<file path="config.mk">
export PLATFORM = sky130hd
export DESIGN_NAME = stage_fifo
export DESIGN_NICKNAME = d
export VERILOG_FILES = /design/src/rtl/stage_fifo.sv
export SDC_FILE = /design/constraint.sdc
export NUM_CORES = 1
export LEC_CHECK = 0
export BUFFER_PORTS_ARGS = -buffer_cell sky130_fd_sc_hd__buf_2
export CORE_UTILIZATION = 52
export DETAILED_ROUTE_END_ITERATION = 10
export HOLD_SLACK_MARGIN = 0.15
export PLACE_DENSITY = 0.8
export SLEW_MARGIN = 20
export SYNTH_ARGS = -nofsm -noshare
export SYNTH_HDL_FRONTEND = slang
export SYNTH_SLANG_ARGS = --single-unit
export TNS_END_PERCENT = 30
</file>
<file path="constraint.sdc">
create_clock -name clk -period 3.5 [get_ports clk]
set_clock_uncertainty 0.15 [all_clocks]
set_input_delay 0.875 -clock clk [delete_from_list [all_inputs] [get_ports clk]]
set_output_delay 0.875 -clock clk [all_outputs]
set_load 0.005 [all_outputs]
</file>
<file path="src/rtl/stage_fifo.sv">
// -----------------------------------------------------------------------------
// stage_fifo
//   Parametrised valid/ready buffer placed between pipeline stages. It holds up
//   to DEPTH payloads of WIDTH bits, so an upstream stage can keep issuing while
//   the downstream stage stalls. A synchronous flush discards every held entry
//   when the pipeline is redirected (branch, ecall, mret).
//
// Parameters
//   WIDTH  payload width in bits (>= 1)
//   DEPTH  number of entries (>= 1, need not be a power of two)
//   CW     width of count, derived as $clog2(DEPTH+1)
//
// Ports
//   clk      in   clock, all state changes on the rising edge
//   rst      in   asynchronous active-high reset
//   flush    in   synchronous clear of all held entries
//   s_valid  in   upstream offers s_data
//   s_ready  out  buffer can accept this cycle (registered state only)
//   s_data   in   upstream payload
//   m_valid  out  head entry is valid
//   m_ready  in   downstream consumes the head this cycle
//   m_data   out  head payload, all-zero when m_valid is low
//   count    out  number of occupied entries, 0..DEPTH
//
// Build option
//   STAGE_FIFO_BYPASS_EN  when defined, a payload offered to an empty buffer
//                         while downstream is ready passes straight through in
//                         the same cycle without touching storage.
// -----------------------------------------------------------------------------
module stage_fifo #(
    parameter  int WIDTH = 32,
    parameter  int DEPTH = 2,
    localparam int CW    = $clog2(DEPTH + 1)
) (
    input  logic             clk,
    input  logic             rst,
    input  logic             flush,
    input  logic             s_valid,
    output logic             s_ready,
    input  logic [WIDTH-1:0] s_data,
    output logic             m_valid,
    input  logic             m_ready,
    output logic [WIDTH-1:0] m_data,
    output logic [CW-1:0]    count
);

    localparam int PW = (DEPTH > 1) ? $clog2(DEPTH) : 1;

    logic [WIDTH-1:0] mem [DEPTH];

    logic [PW-1:0] wr_ptr_q, wr_ptr_d;
    logic [PW-1:0] rd_ptr_q, rd_ptr_d;
    logic [CW-1:0] count_q, count_d;

    logic live;       // neither reset nor flush is active
    logic not_empty;
    logic push;
    logic pop;
    logic bypass;
    logic push_store; // push that actually writes storage
    logic pop_store;  // pop that actually retires a stored entry

    assign live      = ~rst & ~flush;
    assign not_empty = (count_q != '0);

    // s_ready looks only at registered occupancy, never at m_ready.
    assign s_ready = live & (count_q != CW'(DEPTH));

`ifdef STAGE_FIFO_BYPASS_EN
    // Empty buffer with both sides ready: hand the payload straight across.
    assign bypass  = live & ~not_empty & s_valid & m_ready;
    assign m_valid = (live & not_empty) | bypass;
    assign m_data  = bypass  ? s_data          :
                     m_valid ? mem[rd_ptr_q]   : '0;
`else
    assign bypass  = 1'b0;
    assign m_valid = live & not_empty;
    assign m_data  = m_valid ? mem[rd_ptr_q] : '0;
`endif

    assign push = s_valid & s_ready;
    assign pop  = m_valid & m_ready;

    // A bypassed transfer is both a push and a pop but leaves storage alone.
    assign push_store = push & ~bypass;
    assign pop_store  = pop  & ~bypass;

    assign count = count_q;

    always_comb begin
        wr_ptr_d = wr_ptr_q;
        rd_ptr_d = rd_ptr_q;
        count_d  = count_q;
        if (flush) begin
            wr_ptr_d = '0;
            rd_ptr_d = '0;
            count_d  = '0;
        end else begin
            if (push_store) begin
                wr_ptr_d = (wr_ptr_q == PW'(DEPTH - 1)) ? '0 : wr_ptr_q + PW'(1);
            end
            if (pop_store) begin
                rd_ptr_d = (rd_ptr_q == PW'(DEPTH - 1)) ? '0 : rd_ptr_q + PW'(1);
            end
            case ({push_store, pop_store})
                2'b10:   count_d = count_q + CW'(1);
                2'b01:   count_d = count_q - CW'(1);
                default: count_d = count_q;
            endcase
        end
    end

    always_ff @(posedge clk or posedge rst) begin
        if (rst) begin
            wr_ptr_q <= '0;
            rd_ptr_q <= '0;
            count_q  <= '0;
        end else begin
            wr_ptr_q <= wr_ptr_d;
            rd_ptr_q <= rd_ptr_d;
            count_q  <= count_d;
        end
    end

    // Storage carries no reset; occupancy alone decides what is valid.
    always_ff @(posedge clk) begin
        if (push_store) begin
            mem[wr_ptr_q] <= s_data;
        end
    end

endmodule

</file>
Word level (Yosys, flattened, before mapping). Memory sizes are Yosys's and may differ from the RTL's. Index checks and enable logic that the tools add are counted.

Add/subtract/negate cells: 4. Equal/unequal tests: 3. Mux-type cells: 11. Bitwise gates (word level): 7. Reduce and logical (&&, ||, !) cells: 4.

Operator list (count): 32-bit two-way mux (1); 1-bit two-way mux (8); 2-bit nonzero test (3); 1-bit AND (5); 2-bit one-hot mux with 2 select lines (1); 3-bit nonzero test (1); 1-bit adder, second input constant (2); 2-bit by 1-bit adder with 2-bit output, second input constant (1); 2-bit by 1-bit == test with 1-bit output, second input constant (1); 2-bit == test, second input constant (1); 2-bit two-way mux (1); 2-bit inequality test, second input constant (1); 1-bit inverter (2); 2-bit by 1-bit subtractor with 2-bit output, second input constant (1).

Flip-flop bits (word level): 4. Memory bits (writable): 64. Input bits: 37. Output and inout bits: 36. Word-level logic and storage cells: 33. Memories kept: 1.

Memories: mem (depth 2, width 32, rd ports 1, clocked after Yosys merged registers in 0, wr ports 1, RTL line 49) `logic [WIDTH-1:0] mem [DEPTH];`.

Longest topological paths before layout.
Depth in word-level cells: 7. Depth in mapped cells: 4. Depth with buffers taken out: 3.

Worst setup path after synthesis. OpenSTA, ideal clock, no wires.

Path kind: input port to flip-flop. From: input flush. To: memory mem[0][0] (enable). Library setup time: 421 ps. Arrival: 2518 ps. Required time: 2929 ps. Path slack: 411 ps. Stages: 3. Buffers on the path: 0. Cells stage by stage: nor2_1 nand3b_1 nor2_1.

Cells in the longest elaborated chain, start to end: 6.

RTL lines: start, declared (RTL line 37) `input logic flush,`; 1-bit inverter (RTL line 63) `assign live = ~rst & ~flush;`; 1-bit AND (RTL line 63); 1-bit AND (RTL line 67) `assign s_ready = live & (count_q != CW'(DEPTH));`; 1-bit AND (RTL line 81) `assign push = s_valid & s_ready;`; 1-bit two-way mux (RTL line 127) `if (push_store) begin`; 1-bit two-way mux (implied by the code) (RTL line 128) `mem[wr_ptr_q] <= s_data;`; end, declared (RTL line 49).

No other way between the ends.

Worst setup path in the final report.
From: input flush. To: output m_data[12].

Cells in the longest elaborated chain, start to end: 4.

RTL lines: 1-bit inverter (RTL line 63); 1-bit AND (RTL line 63); 1-bit AND (RTL line 77) `assign m_valid = live & not_empty;`; 32-bit two-way mux (RTL line 78) `assign m_data = m_valid ? mem[rd_ptr_q] : '0;`; end, declared (RTL line 43) `output logic [WIDTH-1:0] m_data,`.

No other way between the ends.

==> out/results.ini <==
[cts]
post-cts-setup-buffers=0
clock_latency_ns=0.32
clock_sinks=68
cts_root_buf=clkbuf_8
htreeDepth=3
cts_buffers=9
cts_tree=built
postCtsResizedCells=0
cts.clk_slew.worst_paths_ns=0.06
cts_buffer_depth=2
cts_hold_buf=0

[sta]
fin_crit_ns=2.954
tightestPinTransition_ns=0.4519
tns_ns=0
max_freq_ghz=0.3385
setup_viol=0
report.final.slew_viol_count=0
final_hold_viol_count=0
max_slew_margin=0.6987
grt_setup_unrepaired=false
fin_crit_sh=0.8440
finalWorstSetupSlack_ns=0.5461

[die]
ios=73
die_h_um=74.09
die_area_um2=5489
die_w_um=74.09
start_util=0.5574
core-area_um2=4848
rows=25

[cells_and_area]
layout_common_cells=buf_2 (72), edfxtp_1 (64), nor2_1 (34)
nNetsFinal=284
antennaDiodeCount=0
final_common_cell=buf_2
filler_cell_count=347
area_growth_syn_to_layout_pct=22.27
drive_gt1_frac=0.3810

[detailed_routing]
routed_via_density=4.975
drtIter0Drc=80
drtAntennaViolNets=0
avgRoutedWirePerCell_um=13.44
first_pass_iters=4
wirelength_um=4287
vias=1587
drc_errors=0

[global_routing]
grtUsageMet2=0.2929
grt_first_pass_wirelength_um=6589
grt_max_degree=33
grt_use_met3=0.05691
use_met1=0.1893
grt_pass1_vias=1494
antenna_found_initial=0
grt_overflow_total=0
busiest_layer=met2
grt_usage=0.1747

[status]
status=complete, no violations

[power_and_ir_drop]
finalPower_mw=1.561
ir_drop_v=0.0003118
p_leak_nw=1.277
power_density_nw_per_um2=472.4

[worst_setup_path]
reg2reg_depth=4
worstPathMaxFanout=24
crit_type=in -> out
arrival_ns=1.93
crit_path_start_kind=input port
critPathRequiredTime_ns=2.47
cp-endpoint=m_data[12]
startpoint=flush
r2r_slack_ns=1.60
reg2reg_from=count[1]$_DFFE_PP0P_
cp-end-kind=primary output
r2r-end=mem[0][0]$_DFFE_PP_

[synth]
synth_top_cells_by_area=edfxtp_1 (71%), mux2i_1 (12%), nor2_1 (4.9%)
syn_nets=203
yosys.area_share.simple=0.07037
synth_seq_cells=68
ys_types=25
synthAdderAreaFrac=0
yosys_warnings=0
syn_inst=166
synth_xor_xnor_area_share=0
yosys.area.top_type=edfxtp_1
synth_compound_area_frac=0.02593
synth_area_um2=2703
muxShareOfSynthArea=0.1264
synthesis.area_per_instance_um2=16.28
synth_top_family_by_area=multiplexers
ys_seq_area_frac=0.7481
synth_top_area_frac=0.7111

[placed_design]
io_buffer_count=72
place.gp.congestion=0.7766
dp_slack_ns=0.5506
hpwl_um=2796

[worst_hold_path]
min_path_type=in -> async

[flow_run]
drv_cap=0

power by group:
group	total, mW	internal, mW	switching [mW]
combinational	0.0863	0.0406	0.0457
sequential	0.921	0.911	0.0102
clock	0.554	0.295	0.258
worst max-delay path, cell delays in order:
cell     delay (ns)
buf_2          0.13
nor2_1         0.18
o21ai_2        0.18
buf_4          0.26
nor2_1         0.16
buf_2          0.13
metrics by stage:
step,area (um^2),hold slack [ns],utilization,instances
floorplan,2703,0.3096,-,166
global placement,3129,0.3816,0.6454,303
detailed placement,3129,0.3967,0.6454,303
CTS,3304,0.3208,0.6815,319
global route,3304,0.3364,0.6815,319
finish,3304,0.3459,0.6815,319
area by class of cell:
| cell class | count | area (um^2) | area share |
|---|---|---|---|
| flip-flops and latches | 68 | 2023 | 0.6123 |
| multi-input cells | 87 | 609.3 | 0.1844 |
| repair buffers | 77 | 397.9 | 0.1204 |
| clock buffers | 14 | 162.7 | 0.04922 |
| well taps | 67 | 83.83 | 0.02537 |
| inverters | 4 | 15.01 | 0.004544 |
| clock inverters | 2 | 12.51 | 0.003786 |
Yosys cell counts (all sizes together):
library cell	instances
edfxtp	64
nor2	35
mux2i	33
buf	5
dfrtp	4
inv	4
a21oi	2
clkbuf	2
nand2	2
nor3	2
o21ai	2
a211oi	1
a31oi	1
and2b	1
and3	1
mux2	1
nand2b	1
nand3b	1
nor2b	1
o311ai	1
o31ai	1
o32ai	1
flip-flops by register name (all words and copies together) (netlist names):
signal and count:
wr_ptr_q 1, count 2, mem 64, rd_ptr_q 1
kinds of logic after synthesis:
kind of cell,count (synthesis)
AO/OA/AOI/OAI,9
buffers and inverters,11
flip-flops,68
multiplexers,34
AND/OR/NAND/NOR,44
how the worst min path moves through the flow:
stage                               from                    to  slack, ns  cells after the start
floorplan           wr_ptr_q$_DFFE_PP0P_  wr_ptr_q$_DFFE_PP0P_       0.31                      1
global placement    wr_ptr_q$_DFFE_PP0P_  wr_ptr_q$_DFFE_PP0P_       0.38                      1
detailed placement  wr_ptr_q$_DFFE_PP0P_  wr_ptr_q$_DFFE_PP0P_       0.40                      1
CTS                                  rst  wr_ptr_q$_DFFE_PP0P_       0.32                      2
global route                         rst  count[0]$_DFFE_PP0P_       0.34                      2
finish                               rst  count[1]$_DFFE_PP0P_       0.35                      2
layer usage:
layer / wire length [um] / up-vias
met5: 0 / -
met4: 103 / 0
met3: 222 / 10
met2: 2181 / 50
met1: 1780 / 749
li1: - / 778
Power figures use the tool's default switching activity.
